===== src/rtl/sha512_session_arbiter_pkg.sv =====
// Shared types and limits for the SHA-512 session arbiter.
// Combinational only; no latency and no backpressure.
package sha512_session_arbiter_pkg;

  localparam int SHA_ARB_MAX_REQ = 8;
  localparam int SHA_ARB_WD_W    = 16;

  typedef enum logic [2:0] {
    ST_IDLE    = 3'd0,
    ST_GRANTED = 3'd1,
    ST_ACTIVE  = 3'd2,
    ST_DIGEST  = 3'd3,
    ST_HOLD    = 3'd4
  } arb_state_e;

endpackage


===== src/rtl/sha512_session_arbiter_if.sv =====
// Engine-side bus between the session arbiter (master) and the SHA-512 engine (slave).
// No latency or backpressure of its own; the engine paces writes with sha_fifo_gnt.
interface sha512_session_arbiter_if;

  logic        sha_en;
  logic        sha_hash_start;
  logic        sha_hash_process;
  logic        sha_fifo_req;
  logic        sha_fifo_we;
  logic [63:0] sha_fifo_wdata;
  logic [7:0]  sha_fifo_wmask;
  logic        sha_fifo_gnt;
  logic        sha_hash_done;

  modport master (
    output sha_en, sha_hash_start, sha_hash_process,
    output sha_fifo_req, sha_fifo_we, sha_fifo_wdata, sha_fifo_wmask,
    input  sha_fifo_gnt, sha_hash_done
  );

  modport slave (
    input  sha_en, sha_hash_start, sha_hash_process,
    input  sha_fifo_req, sha_fifo_we, sha_fifo_wdata, sha_fifo_wmask,
    output sha_fifo_gnt, sha_hash_done
  );

endinterface


===== src/rtl/sha512_arb_rr_pick.sv =====
// Round-robin picker: first set request at or after i_ptr, wrapping; one-hot plus index.
// Purely combinational, zero latency; no backpressure.
module sha512_arb_rr_pick #(
  parameter int NUM_REQ = 2,
  parameter int IDX_W   = 1
) (
  input  logic [NUM_REQ-1:0] i_req,
  input  logic [IDX_W-1:0]   i_ptr,
  output logic [NUM_REQ-1:0] o_gnt,
  output logic [IDX_W-1:0]   o_idx,
  output logic               o_vld
);

  logic [NUM_REQ-1:0] w_rot;

  assign w_rot = NUM_REQ'({i_req, i_req} >> i_ptr);

  // Scan high to low so the lowest rotated position (closest to i_ptr) wins.
  always_comb begin
    logic [IDX_W:0] s;
    s     = '0;
    o_idx = '0;
    o_vld = |i_req;
    for (int i = NUM_REQ - 1; i >= 0; i--) begin
      if (w_rot[i]) begin
        s = {1'b0, i_ptr} + (IDX_W+1)'(i);
        if (s >= (IDX_W+1)'(NUM_REQ)) begin
          s = s - (IDX_W+1)'(NUM_REQ);
        end
        o_idx = s[IDX_W-1:0];
      end
    end
  end

  always_comb begin
    o_gnt = '0;
    for (int j = 0; j < NUM_REQ; j++) begin
      o_gnt[j] = o_vld && (o_idx == IDX_W'(j));
    end
  end

endmodule


===== src/rtl/sha512_session_arbiter.sv =====
// Grants the SHA-512 engine to one requester per whole hash session; grant 1 cycle after req.
// Writes are paced by the engine's fifo_gnt; optional idle watchdog under SHA512_ARB_WATCHDOG_EN.
module sha512_session_arbiter
  import sha512_session_arbiter_pkg::*;
#(
  parameter int NUM_REQ        = 2,
  parameter int TIMEOUT_CYCLES = 4096
) (
  input  logic                 clk_i,
  input  logic                 rst_i,
  input  logic [NUM_REQ-1:0]   req_i,
  input  logic [NUM_REQ-1:0]   hash_start_i,
  input  logic [NUM_REQ-1:0]   hash_process_i,
  input  logic [NUM_REQ-1:0]   fifo_req_i,
  input  logic [NUM_REQ-1:0]   fifo_we_i,
  input  logic [NUM_REQ*64-1:0] fifo_wdata_i,
  input  logic [NUM_REQ*8-1:0] fifo_wmask_i,
  output logic [NUM_REQ-1:0]   grant_o,
  output logic [NUM_REQ-1:0]   fifo_gnt_o,
  output logic [NUM_REQ-1:0]   done_o,
  output logic [NUM_REQ-1:0]   abort_o,
  sha512_session_arbiter_if.master sha_bus
);

  localparam int IDX_W = (NUM_REQ > 1) ? $clog2(NUM_REQ) : 1;

  arb_state_e         r_state;
  logic [IDX_W-1:0]   r_rr_ptr;
  logic [IDX_W-1:0]   r_owner;
  logic [NUM_REQ-1:0] r_grant;
  logic [NUM_REQ-1:0] r_done;
  logic [NUM_REQ-1:0] r_abort;
  logic               r_sha_en;

  logic [NUM_REQ-1:0] w_pick_gnt;
  logic [IDX_W-1:0]   w_pick_idx;
  logic               w_pick_vld;
  logic [IDX_W-1:0]   w_next_ptr;
  logic               w_owner_req;
  logic               w_is_granted;
  logic               w_is_active;
  logic               w_wd_fire;
  logic               w_kill;
  logic [63:0]        w_wdata_arr [NUM_REQ];
  logic [7:0]         w_wmask_arr [NUM_REQ];

  for (genvar g = 0; g < NUM_REQ; g++) begin : g_lane
    assign w_wdata_arr[g] = fifo_wdata_i[64*g +: 64];
    assign w_wmask_arr[g] = fifo_wmask_i[8*g +: 8];
  end

  sha512_arb_rr_pick #(
    .NUM_REQ (NUM_REQ),
    .IDX_W   (IDX_W)
  ) u_pick (
    .i_req (req_i),
    .i_ptr (r_rr_ptr),
    .o_gnt (w_pick_gnt),
    .o_idx (w_pick_idx),
    .o_vld (w_pick_vld)
  );

  assign w_owner_req  = req_i[r_owner];
  assign w_is_granted = (r_state == ST_GRANTED);
  assign w_is_active  = (r_state == ST_ACTIVE);
  assign w_next_ptr   = (r_owner == IDX_W'(NUM_REQ - 1)) ? '0 : r_owner + IDX_W'(1);
  assign w_kill       = !w_owner_req || w_wd_fire;

`ifdef SHA512_ARB_WATCHDOG_EN
  logic [SHA_ARB_WD_W-1:0] r_wd_cnt;
  logic                    w_wd_timed;
  logic                    w_wd_kick;

  assign w_wd_timed = w_is_granted || w_is_active;
  assign w_wd_kick  = hash_start_i[r_owner] || hash_process_i[r_owner] ||
                      (fifo_req_i[r_owner] && fifo_we_i[r_owner]);
  assign w_wd_fire  = w_wd_timed && !w_wd_kick &&
                      (r_wd_cnt == SHA_ARB_WD_W'(TIMEOUT_CYCLES - 1));

  always_ff @(posedge clk_i or posedge rst_i) begin
    if (rst_i) begin
      r_wd_cnt <= '0;
    end else if (!w_wd_timed || w_wd_kick) begin
      r_wd_cnt <= '0;
    end else begin
      r_wd_cnt <= r_wd_cnt + SHA_ARB_WD_W'(1);
    end
  end
`else
  logic w_unused_timeout;
  assign w_unused_timeout = (TIMEOUT_CYCLES != 0);
  assign w_wd_fire        = 1'b0;
`endif

  // Ending a session always drops sha_en for at least the following IDLE cycle.
  always_ff @(posedge clk_i or posedge rst_i) begin
    if (rst_i) begin
      r_state  <= ST_IDLE;
      r_rr_ptr <= '0;
      r_owner  <= '0;
      r_grant  <= '0;
      r_done   <= '0;
      r_abort  <= '0;
      r_sha_en <= 1'b0;
    end else begin
      r_done  <= '0;
      r_abort <= '0;
      case (r_state)
        ST_IDLE: begin
          if (w_pick_vld) begin
            r_state  <= ST_GRANTED;
            r_owner  <= w_pick_idx;
            r_grant  <= w_pick_gnt;
            r_sha_en <= 1'b1;
          end
        end
        ST_GRANTED, ST_ACTIVE, ST_DIGEST: begin
          if (w_kill) begin
            r_abort  <= r_grant;
            r_state  <= ST_IDLE;
            r_grant  <= '0;
            r_sha_en <= 1'b0;
            r_rr_ptr <= w_next_ptr;
          end else if (w_is_granted && hash_start_i[r_owner]) begin
            r_state <= ST_ACTIVE;
          end else if (w_is_active && hash_process_i[r_owner]) begin
            r_state <= ST_DIGEST;
          end else if ((r_state == ST_DIGEST) && sha_bus.sha_hash_done) begin
            r_done  <= r_grant;
            r_state <= ST_HOLD;
          end
        end
        ST_HOLD: begin
          if (!w_owner_req) begin
            r_state  <= ST_IDLE;
            r_grant  <= '0;
            r_sha_en <= 1'b0;
            r_rr_ptr <= w_next_ptr;
          end
        end
        default: begin
          r_state  <= ST_IDLE;
          r_grant  <= '0;
          r_sha_en <= 1'b0;
        end
      endcase
    end
  end

  assign grant_o = r_grant;
  assign done_o  = r_done;
  assign abort_o = r_abort;

  assign sha_bus.sha_en           = r_sha_en;
  assign sha_bus.sha_hash_start   = w_is_granted && hash_start_i[r_owner];
  assign sha_bus.sha_hash_process = w_is_active && hash_process_i[r_owner];
  assign sha_bus.sha_fifo_req     = w_is_active && fifo_req_i[r_owner];
  assign sha_bus.sha_fifo_we      = w_is_active && fifo_we_i[r_owner];
  assign sha_bus.sha_fifo_wdata   = w_is_active ? w_wdata_arr[r_owner] : '0;
  assign sha_bus.sha_fifo_wmask   = w_is_active ? w_wmask_arr[r_owner] : '0;
  assign fifo_gnt_o = w_is_active ? (r_grant & {NUM_REQ{sha_bus.sha_fifo_gnt}}) : '0;

endmodule


===== src/flat_wrapper.sv =====
// flat-port wrapper written by rule: the top's interface ports become plain ports
module sha512_session_arbiter_flat import sha512_session_arbiter_pkg::*;
#(
  parameter int NUM_REQ        = 2,
  parameter int TIMEOUT_CYCLES = 4096
)
  (clk_i, rst_i, req_i, hash_start_i, hash_process_i, fifo_req_i, fifo_we_i, fifo_wdata_i, fifo_wmask_i, grant_o, fifo_gnt_o, done_o, abort_o, sha_bus_sha_en, sha_bus_sha_hash_start, sha_bus_sha_hash_process, sha_bus_sha_fifo_req, sha_bus_sha_fifo_we, sha_bus_sha_fifo_wdata, sha_bus_sha_fifo_wmask, sha_bus_sha_fifo_gnt, sha_bus_sha_hash_done);
  sha512_session_arbiter_if sha_bus_i ();
  input  logic clk_i;
  input  logic rst_i;
  input  logic [NUM_REQ-1:0] req_i;
  input  logic [NUM_REQ-1:0] hash_start_i;
  input  logic [NUM_REQ-1:0] hash_process_i;
  input  logic [NUM_REQ-1:0] fifo_req_i;
  input  logic [NUM_REQ-1:0] fifo_we_i;
  input  logic [NUM_REQ*64-1:0] fifo_wdata_i;
  input  logic [NUM_REQ*8-1:0] fifo_wmask_i;
  output logic [NUM_REQ-1:0] grant_o;
  output logic [NUM_REQ-1:0] fifo_gnt_o;
  output logic [NUM_REQ-1:0] done_o;
  output logic [NUM_REQ-1:0] abort_o;
  output wire logic [$bits(sha_bus_i.sha_en)-1:0] sha_bus_sha_en;
  output wire logic [$bits(sha_bus_i.sha_hash_start)-1:0] sha_bus_sha_hash_start;
  output wire logic [$bits(sha_bus_i.sha_hash_process)-1:0] sha_bus_sha_hash_process;
  output wire logic [$bits(sha_bus_i.sha_fifo_req)-1:0] sha_bus_sha_fifo_req;
  output wire logic [$bits(sha_bus_i.sha_fifo_we)-1:0] sha_bus_sha_fifo_we;
  output wire logic [$bits(sha_bus_i.sha_fifo_wdata)-1:0] sha_bus_sha_fifo_wdata;
  output wire logic [$bits(sha_bus_i.sha_fifo_wmask)-1:0] sha_bus_sha_fifo_wmask;
  input wire logic [$bits(sha_bus_i.sha_fifo_gnt)-1:0] sha_bus_sha_fifo_gnt;
  input wire logic [$bits(sha_bus_i.sha_hash_done)-1:0] sha_bus_sha_hash_done;
  assign sha_bus_sha_en = sha_bus_i.sha_en;
  assign sha_bus_sha_hash_start = sha_bus_i.sha_hash_start;
  assign sha_bus_sha_hash_process = sha_bus_i.sha_hash_process;
  assign sha_bus_sha_fifo_req = sha_bus_i.sha_fifo_req;
  assign sha_bus_sha_fifo_we = sha_bus_i.sha_fifo_we;
  assign sha_bus_sha_fifo_wdata = sha_bus_i.sha_fifo_wdata;
  assign sha_bus_sha_fifo_wmask = sha_bus_i.sha_fifo_wmask;
  assign sha_bus_i.sha_fifo_gnt = sha_bus_sha_fifo_gnt;
  assign sha_bus_i.sha_hash_done = sha_bus_sha_hash_done;
  sha512_session_arbiter #(.NUM_REQ(NUM_REQ), .TIMEOUT_CYCLES(TIMEOUT_CYCLES)) u_core (.clk_i(clk_i), .rst_i(rst_i), .req_i(req_i), .hash_start_i(hash_start_i), .hash_process_i(hash_process_i), .fifo_req_i(fifo_req_i), .fifo_we_i(fifo_we_i), .fifo_wdata_i(fifo_wdata_i), .fifo_wmask_i(fifo_wmask_i), .grant_o(grant_o), .fifo_gnt_o(fifo_gnt_o), .done_o(done_o), .abort_o(abort_o), .sha_bus(sha_bus_i));
endmodule

===== config.mk =====
export PLATFORM = sky130hd
export DESIGN_NAME = sha512_session_arbiter_flat
export DESIGN_NICKNAME = d
export VERILOG_FILES = /design/src/rtl/sha512_session_arbiter_pkg.sv /design/src/rtl/sha512_session_arbiter_if.sv /design/src/rtl/sha512_arb_rr_pick.sv /design/src/rtl/sha512_session_arbiter.sv /design/src/flat_wrapper.sv
export SDC_FILE = /design/constraint.sdc
export NUM_CORES = 1
export LEC_CHECK = 0
export ABC_AREA = 1
export CAP_MARGIN = 20
export CELL_PAD_IN_SITES_DETAIL_PLACEMENT = 1
export CELL_PAD_IN_SITES_GLOBAL_PLACEMENT = 2
export CORE_AREA = 4 4 137 139
export DETAILED_ROUTE_END_ITERATION = 12
export DIE_AREA = 0 0 141 143
export PLACE_DENSITY = 0.85
export SLEW_MARGIN = 20
export SYNTH_ARGS = -nofsm -noshare
export SYNTH_HDL_FRONTEND = slang
export SYNTH_SLANG_ARGS = --single-unit

===== constraint.sdc =====
create_clock -name clk_i -period 3.2 [get_ports clk_i]
set_clock_uncertainty 0.15 [all_clocks]
set_input_delay 0.48 -clock clk_i [delete_from_list [all_inputs] [get_ports clk_i]]
set_output_delay 0.48 -clock clk_i [all_outputs]
set_load 0.01 [all_outputs]

# Word level (Yosys, flattened, before mapping)
# Index checks and enable logic that the tools add are counted.
dict set report op_classes {
  n_addsub 4
  n_lt_le_gt_ge 4
  n_eq_ne 8
  shift 1
  mux 44
  bitwise 4
  n_reduce_logical 15
}
# operator n
set ops {}
lappend ops {{64-bit two-way mux} 4}
lappend ops {{8-bit two-way mux} 4}
lappend ops {{2-bit two-way mux} 10}
lappend ops {{3-bit two-way mux} 6}
lappend ops {{1-bit two-way mux} 17}
lappend ops {{3-bit one-hot mux with 3 select lines} 1}
lappend ops {{1-bit logical AND} 7}
lappend ops {{3-bit by 2-bit == test with 1-bit output, second input constant} 2}
lappend ops {{2-bit inequality test, second input constant} 3}
lappend ops {{2-bit AND reduction} 3}
lappend ops {{5-bit inequality test, second input constant} 1}
lappend ops {{2-bit greater-or-equal comparator, second input constant} 2}
lappend ops {{2-bit one-hot mux with 2 select lines} 1}
lappend ops {{4-bit OR reduction} 1}
lappend ops {{4-bit by 1-bit right shift with 2-bit output} 1}
lappend ops {{3-bit by 1-bit == test with 1-bit output, second input constant} 1}
lappend ops {{3-bit == test, second input constant} 1}
lappend ops {{3-bit logical NOT} 1}
lappend ops {{3-bit AND reduction} 1}
lappend ops {{3-bit OR reduction} 1}
lappend ops {{1-bit by 1-bit adder with 2-bit output, second input constant} 1}
lappend ops {{2-bit bitwise AND} 1}
lappend ops {{1-bit by 2-bit greater-or-equal comparator with 1-bit output, second input constant} 1}
lappend ops {{1-bit by 2-bit < comparator with 1-bit output, second input constant} 1}
lappend ops {{other kinds (6)} 8}
dict set report word_totals {
  ff_bits 12
  in_bits 158
  output_inout_bits 85
  elab_cells 87
}

# Logic depth before layout (Yosys ltp)
# Gate-level depths: netlist of the first run.
dict set report logic_depth {
  ltp_word 9
  ltp_mapped 10
  depth_no_buf 9
}

# Hierarchy
# From an unflattened synthesis of the first run, not the netlist that was laid out.
dict set report unflattened {
  cells_unflattened 332
  hier_area_um2 1726.7
}
# mod instances cells_each area_per_inst_um2 seq_area_each_um2
set by_module_without_submodules {}
lappend by_module_without_submodules {sha512_session_arbiter 1 325 1696.6 300.3}
lappend by_module_without_submodules {sha512_arb_rr_pick 1 7 30.0 0.0}

# Least setup slack after synthesis of the first run
# Ideal clock, no wire load.
dict set report synth_timing {
  kind {reg2out}
  from {register u_core.r_owner}
  to {output sha_bus_sha_fifo_wdata[10]}
  t_arrival_ns 1.116
  t_required_ns 2.570
  path_slack_ns 1.454
  stages_incl_launch_ff 7
  path_buffers 3
  path_cell_list {dfrtp_1 -> buf_6 -> inv_4 -> buf_4 -> buf_2 -> nand2_1 -> a21oi_1}
}
dict set report synth_via {
  elab_chain_cells 5
}
# element line
set synth_rtl {}
lappend synth_rtl {{from (decl)} sha512_session_arbiter.sv:29} ;# logic [IDX_W-1:0] r_owner;
lappend synth_rtl {{from (signal assigned)} sha512_session_arbiter.sv:112} ;# r_owner <= w_pick_idx;
lappend synth_rtl {{1-bit inverter with 2-bit output (implied by the code)} sha512_session_arbiter.sv:159} ;# assign sha_bus.sha_fifo_wdata = w_is_active ? w_wdata_arr[r_owner] : '0;
lappend synth_rtl {{64-bit two-way mux (implied by the code) (3 in a row)} sha512_session_arbiter.sv:159}
lappend synth_rtl {{64-bit two-way mux} sha512_session_arbiter.sv:159}
lappend synth_rtl {{to (decl)} flat_wrapper.sv:27} ;# output wire logic [$bits(sha_bus_i.sha_fifo_wdata)-1:0] sha_bus_sha_fifo_wdata;
# No other way between the ends. The select of a mux whose other input is x is not followed.

# Final worst setup path of the first run
dict set report layout_timing {
  from {register u_core.r_state[2]}
  to {output sha_bus_sha_fifo_wdata[20]}
}
dict set report layout_via {
  elab_chain_cells 2
}
# element line
set layout_rtl {}
lappend layout_rtl {{from (decl)} sha512_session_arbiter.sv:27} ;# arb_state_e r_state;
lappend layout_rtl {{from (signal assigned)} sha512_session_arbiter.sv:98} ;# r_state <= ST_IDLE;
lappend layout_rtl {{from (signal assigned)} sha512_session_arbiter.sv:111} ;# r_state <= ST_GRANTED;
lappend layout_rtl {{from (signal assigned)} sha512_session_arbiter.sv:120} ;# r_state <= ST_IDLE;
lappend layout_rtl {{3-bit by 2-bit == test with 1-bit output} sha512_session_arbiter.sv:65} ;# assign w_is_active = (r_state == ST_ACTIVE);
lappend layout_rtl {{64-bit two-way mux} sha512_session_arbiter.sv:159}
# No other way between the ends.

==> out/metrics.cfg, run 1 <==
[place]
hpwlAfterDp_um = 8880
io_buffers = 242
place_inst = 791
gp_congestion = 0.740

[grt]
grt_max_degree = 80
grt_pass1_vias = 3177
grtUsageTotal = 0.100
antenna_found_initial = 0
grt.overflow.total = 0
grt_first_pass_wirelength_um = 16600

[cts]
worst_skew_pair.late_latency_ps = 240
cts_tree = yes
cts_inserted_buffers = 3
cts_setup_buffers = 0
cts_buffer_depth = 2
root_buffer = clkbuf_16
clock_sinks = 12
hold_buffers = 0
clkSlewWorstSetupHoldPaths_ps = 40
cts_resized = 0
htree_num_levels = 1

[floorplan]
dieArea_um2 = 20200
start_util = 0.108
die_x_um = 141
core-area_um2 = 17700
rows = 49
die_y_um = 143
io_pins = 243

[cells_and_area]
seq_area_um2 = 302
drive_above_1_share = 0.110
syn2layout_area_growth_pct = 141
fin_cells = 795
multiInputGateArea_um2 = 1370
n_antenna_cell = 0
finish.utilization = 0.261
nets = 725
fillers = 2186

[route]
dr.first_iter.drc_count = 79
viasPerCell = 3.81
wl_um = 10900
first_pass_iters = 4
drcViolationCount = 0
via_count = 3028
wl_per_cell_um = 13.7
drtAntennaViolNets = 0

[synthesis]
yosys.area.top_type = nand2_1
synth-async-reset-ratio = 1.00
yosys_warnings = 0
syn_avg_cell_area_um2 = 5.62
synthCells = 340
ys.flop_type = dfrtp_1
synth_top_family_by_area = simple AND/OR/NAND/NOR gates
synth_top_cell_area_share = 0.351
synth_fp_nets = 498
synth.area.top_cells = nand2_1 35%, a21oi_2 18%, dfrtp_1 16%, a21oi_1 9.2%, buf_6 3.5%
ys_seq_area_frac = 0.157
ys_ff_latch = 12
synth_compound_area_frac = 0.296
synth_fa_ha_area_frac = 0
synth-xor-area-share = 0
synthTopCellsByCount = 179 x nand2_1, 40 x a21oi_2, 35 x a21oi_1
mappedNetlistArea_um2 = 1910
synth_simple_gate_area_frac = 0.422
ys_types = 21
synth.most_common_cell = nand2_1
synth_edf_count = 0
synth.area.mux_share = 0

[flow_run]
cap_violations = 0

[sta]
fmax_mhz = 367
hold_violations = 0
rsz0062_at_grt = no
post-route-min-period_ps = 2730
slew_headroom = 0.585
slew_viol_final = 0
tightest_slew_ps = 622
setup_tns_ps = 0
fin_crit_sh = 0.852
timing.hold.ws_ps = 344
final-setup-viol-count = 0

[worst_setup_path]
worstReg2RegStart = u_core.r_owner$_DFFE_PP0P_
crit_path_start = u_core.r_state[2]$_DFFE_PP0P_
cp.arrival_ps = 2100
cp-end-kind = output pin
path_class = flip-flop to output pin
start_kind = flip-flop
crit_path_max_fanout = 47
cp.required_ps = 2570

[pwr]
p_sw_frac = 0.499
irDropWorstVdd_mv = 0.319
p_clk_frac = 0.109
sequentialPowerShare = 0.110
p_per_area_nw_per_um2 = 494
internal_power_mw = 1.14
power.switching_mw = 1.14
pwr-share-comb = 0.781
p_leak_nw = 1.78

[min_path]
min-delay-path-class = flip-flop to flip-flop
hp-start = u_core.r_rr_ptr$_DFFE_PP0P_

[status]
status = finished, final reports clean

==> per-stage QoR <==
step / cell area [um^2] / setup WS (ps) / power (mW)
after floorplan: 1910 / 1450 / 1.31
after global placement: 4520 / 732 / 2.06
after detailed placement: 4520 / 709 / 2.07
after CTS: 4610 / 449 / 2.34
after global routing: 4610 / 288 / 2.51
final: 4610 / 474 / 2.28
==> cell type report <==
cell class / count / area share
multi-input cells: 284 / 0.298
inverters: 19 / 0.0163
repair buffers: 247 / 0.539
clock buffers: 4 / 0.0193
flip-flops and latches: 12 / 0.0654
well taps: 229 / 0.0622
==> per-layer routing <==
| metal | up-vias | global-route usage | part of all wire |
|---|---|---|---|
| met5 | - | 0 | 0 |
| met4 | 0 | 0.00918 | 0.0028 |
| met3 | 4 | 0.0238 | 0.087 |
| met2 | 142 | 0.185 | 0.49 |
| met1 | 1358 | 0.122 | 0.42 |
| li1 | 1524 | - | - |
==> power groups by stage <==
stage | logic [mW] | clock network, mW | registers (mW)
2_1_floorplan | 1.06 | 0 | 0.250
3_3_place_gp | 1.81 | 0 | 0.254
4_1_cts | 1.83 | 0.251 | 0.252
3_5_place_dp | 1.82 | 0 | 0.253
5_1_grt | 1.99 | 0.261 | 0.262
6_report | 1.78 | 0.248 | 0.251
==> cell usage in the layout, fill, tap and decap left out, drive strengths merged <==
master         count
a21oi             75
o22ai              1
nand3              3
buf                5
clkinv             1
o21ai              6
nand2            182
inv               18
nor3               6
nor2              11
dfrtp             12
clkbuf             4
clkdlybuf4s50    242
==> final timing paths <==
check                                                 to  depth (start not counted)  slack, ps
min reg2reg                  u_core.r_rr_ptr$_DFFE_PP0P_                          2        340
min                          u_core.r_rr_ptr$_DFFE_PP0P_                          2        340
max in group asynchronous     u_core.r_owner$_DFFE_PP0P_                          2       2150
max reg2reg                u_core.r_state[0]$_DFFE_PP0P_                          7       1430
min in group asynchronous     u_core.done_o[1]$_DFF_PP0_                          2        410
max                           sha_bus_sha_fifo_wdata[20]                          7        470
==> cell families after synthesis <==
family	count (synthesis)
flip-flops	12
buffers and inverters	44
AO/OA/AOI/OAI	82
AND/OR/NAND/NOR	202
==> registers in the layout, indices dropped and copies added, names as in the netlist <==
name	cells
u_core.r_state	3
u_core.done_o	2
u_core.r_owner	1
u_core.grant_o	2
u_core.r_rr_ptr	1
u_core.sha_bus.sha_en	1
u_core.abort_o	2
==> worst max-delay path: stages, from the launching register on <==
cell,delay [ps]
dfrtp_1,420
inv_2,80
nand2_1,60
nor2_2,120
clkinv_2,70
buf_4,280
a21oi_1,200
clkdlybuf4s50_1,580
No activity file was read; power rests on OpenSTA's default activity.
==> run 2: changes to the inputs <==
--- a/config.mk
+++ b/config.mk
@@ -9,10 +9,12 @@
 export CAP_MARGIN = 20
 export CELL_PAD_IN_SITES_DETAIL_PLACEMENT = 1
 export CELL_PAD_IN_SITES_GLOBAL_PLACEMENT = 2
-export CORE_AREA = 4 4 137 139
+export CORE_AREA = 4 4 144 146
+export CTS_CLUSTER_DIAMETER = 200
 export DETAILED_ROUTE_END_ITERATION = 12
-export DIE_AREA = 0 0 141 143
-export PLACE_DENSITY = 0.85
+export DIE_AREA = 0 0 148 150
+export PLACE_DENSITY = 0.78
+export REMOVE_ABC_BUFFERS = 1
 export SLEW_MARGIN = 20
 export SYNTH_ARGS = -nofsm -noshare
 export SYNTH_HDL_FRONTEND = slang
==> constraint.sdc (replaced) <==
create_clock -name clk_i -period 2.8 [get_ports clk_i]
set_clock_uncertainty 0.15 [all_clocks]
set_input_delay 0.42 -clock clk_i [delete_from_list [all_inputs] [get_ports clk_i]]
set_output_delay 0.42 -clock clk_i [all_outputs]
set_load 0.01 [all_outputs]
==> run 2 against run 1 <==
First-iteration DRC count shrank 19%. Worst hold slack better by 4.3 ps. Clock power grew 16%.
==> out/metrics.cfg, run 2 (synthesis results as in run 1) <==
[floorplan]
start_util = 0.0986  ; -0.00972
die_x_um = 148  ; +5.0%
rows = 51  ; +4.1%
die_y_um = 150  ; +4.9%
core-area_um2 = 19400  ; +9.9%
io_pins = 243  ; unchanged
dieArea_um2 = 22200  ; +10%

[grt]
grt_pass1_vias = 3204  ; +0.85%
grt.overflow.total = 0  ; unchanged
grtUsageTotal = 0.0956  ; -0.00463
antenna_found_initial = 0  ; unchanged
grt_max_degree = 80  ; unchanged
grt_first_pass_wirelength_um = 17500  ; +5.3%

[min_path]
whs_path_depth = 2  ; unchanged
holdPathEnd = u_core.r_rr_ptr$_DFFE_PP0P_
min-delay-path-class = flip-flop to flip-flop
hp-start = u_core.r_rr_ptr$_DFFE_PP0P_

[sta]
hold_violations = 0  ; unchanged
fin_crit_sh = 0.940
final-setup-viol-count = 0  ; unchanged
tightest_slew_ps = 495  ; -127 ps
fin_ws_ps = 169  ; -305 ps
fmax_mhz = 380
timing.hold.ws_ps = 349  ; +4.31 ps
setup_tns_ps = 0  ; unchanged
slew_viol_final = 0  ; unchanged
slew_headroom = 0.670  ; +0.0845
post-route-min-period_ps = 2630
rsz0062_at_grt = no

[cts]
clkSlewWorstSetupHoldPaths_ps = 40  ; about the same
worst_skew_pair.late_latency_ps = 240  ; about the same
clock_sinks = 12  ; unchanged
hold_buffers = 0  ; unchanged
cts_tree = yes
cts_buffer_depth = 2  ; unchanged
cts_inserted_buffers = 3  ; unchanged
root_buffer = clkbuf_16
htree_num_levels = 1  ; unchanged

[route]
viasPerCell = 3.63  ; -4.8%
first_pass_iters = 4  ; unchanged
wl_um = 11300  ; +3.4%
wl_per_cell_um = 13.6  ; -1.0%
drcViolationCount = 0  ; unchanged
drtAntennaViolNets = 0  ; unchanged
dr.first_iter.drc_count = 64  ; -19%
via_count = 3013  ; -0.50%

[place]
place_ws_ps = 250  ; -459 ps
gp_congestion = 0.792  ; +7.0%
io_buffers = 242  ; unchanged
place_inst = 827  ; +4.6%
hpwlAfterDp_um = 9230  ; +3.9%

[pwr]
internal_power_mw = 1.33  ; +16%
p_leak_nw = 1.83  ; +2.9%
p_sw_frac = 0.499  ; about the same
sequentialPowerShare = 0.110  ; about the same
irDropWorstVdd_mv = 0.317  ; -0.67%
p_clk_frac = 0.108  ; about the same
power.switching_mw = 1.32  ; +16%
p_per_area_nw_per_um2 = 565  ; +14%
pwr-share-comb = 0.781  ; about the same

[flow_run]
cap_violations = 0  ; unchanged

[worst_setup_path]
path_cells = inv_2, nand2_1, nor2_4, clkinv_4, buf_12, a21oi_1, clkdlybuf4s50_1
cp.required_ps = 2230  ; -340 ps
worst-path-buf-inv = 4  ; unchanged
crit_path_max_fanout = 41  ; -13%
path_class = flip-flop to output pin
slowest_delay_ps = 570  ; about the same
cp.arrival_ps = 2060  ; -40 ps
rr_endpoint = u_core.r_state[0]$_DFFE_PP0P_
cp-end-kind = output pin
crit_slowest_cell = clkdlybuf4s50_1
reg2regPathDepth = 7  ; unchanged
crit_path_start = u_core.r_state[2]$_DFFE_PP0P_
worstReg2RegStart = u_core.r_owner$_DFFE_PP0P_
rrSetupSlack_ps = 1120  ; -310 ps
path_delay_family = buffers and inverters
start_kind = flip-flop

[cells_and_area]
drive_above_1_share = 0.110  ; unchanged
largest_register = u_core.r_state
nets = 725  ; unchanged
syn2layout_area_growth_pct = 145
layout_common_cells = 240 x clkdlybuf4s50_1, 179 x nand2_1, 40 x a21oi_2
finish.utilization = 0.242  ; -0.0191
largest_reg_flops = 3  ; unchanged
final_common_cell = clkdlybuf4s50_1
fin_cells = 831  ; +4.5%
n_antenna_cell = 0  ; unchanged

[status]
status = finished, final reports clean

[run 2: changes by cell type in the layout (fill, tap and decap cells not counted), sizes merged]
cell,previous run,this run
dlymetal6s2s,0,2
clkdlybuf4s50,242,240
[run 2: how the worst max path moves through the flow]
stage / to / cells after the start
2_1_floorplan: sha_bus_sha_hash_process / 5
3_3_place_gp: sha_bus_sha_fifo_wdata[10] / 7
3_5_place_dp: sha_bus_sha_fifo_wdata[10] / 7
4_1_cts: sha_bus_sha_fifo_wdata[10] / 7
5_1_grt: fifo_gnt_o[1] / 7
6_report: sha_bus_sha_fifo_wdata[13] / 7
[run 2: power groups by stage]
stage          logic [mW]  registers (mW)  clock network (mW)
2_1_floorplan       0.972           0.386                   0
3_3_place_gp         2.13           0.292                   0
3_5_place_dp         2.13           0.293                   0
4_1_cts              2.14           0.291               0.292
5_1_grt              2.32           0.302               0.302
6_report             2.07           0.292               0.288
[run 2: through the flow]
step / total power [mW] / cell area, um^2
floorplan: 1.36 / 1750
global placement: 2.43 / 4590
detailed placement: 2.42 / 4590
CTS: 2.73 / 4680
global route: 2.92 / 4690
finish: 2.65 / 4690
[run 2: area by class of cell]
class / instances / area, um^2
Sequential cell: 12 / 302
Tap cell: 265 / 332
Fill cell: 2389 / 14700
Inverter: 19 / 78.8
Multi-Input combinational cell: 284 / 1380
Timing Repair Buffer: 247 / 2510
Clock buffer: 4 / 88.8
[run 2: worst min-delay path: stages (launching register included)]
cell and delay, ps:
dfrtp_1 340, nand2_1 50, o21ai_0 70
[run 2: per-layer routing]
metal  wire, um  track usage  vias to the layer above
li1           -            -                     1522
met1       4830        0.117                     1342
met2       5390        0.174                      143
met3        952       0.0251                        6
met4         93       0.0102                        0
met5          0            0                        -
[run 2: timing repair]
| item | CTS | global route |
|---|---|---|
| setup buffers | 0 | 0 |
| resized for setup | 1 | 3 |
| endpoints found under the setup margin | 1 | 3 |
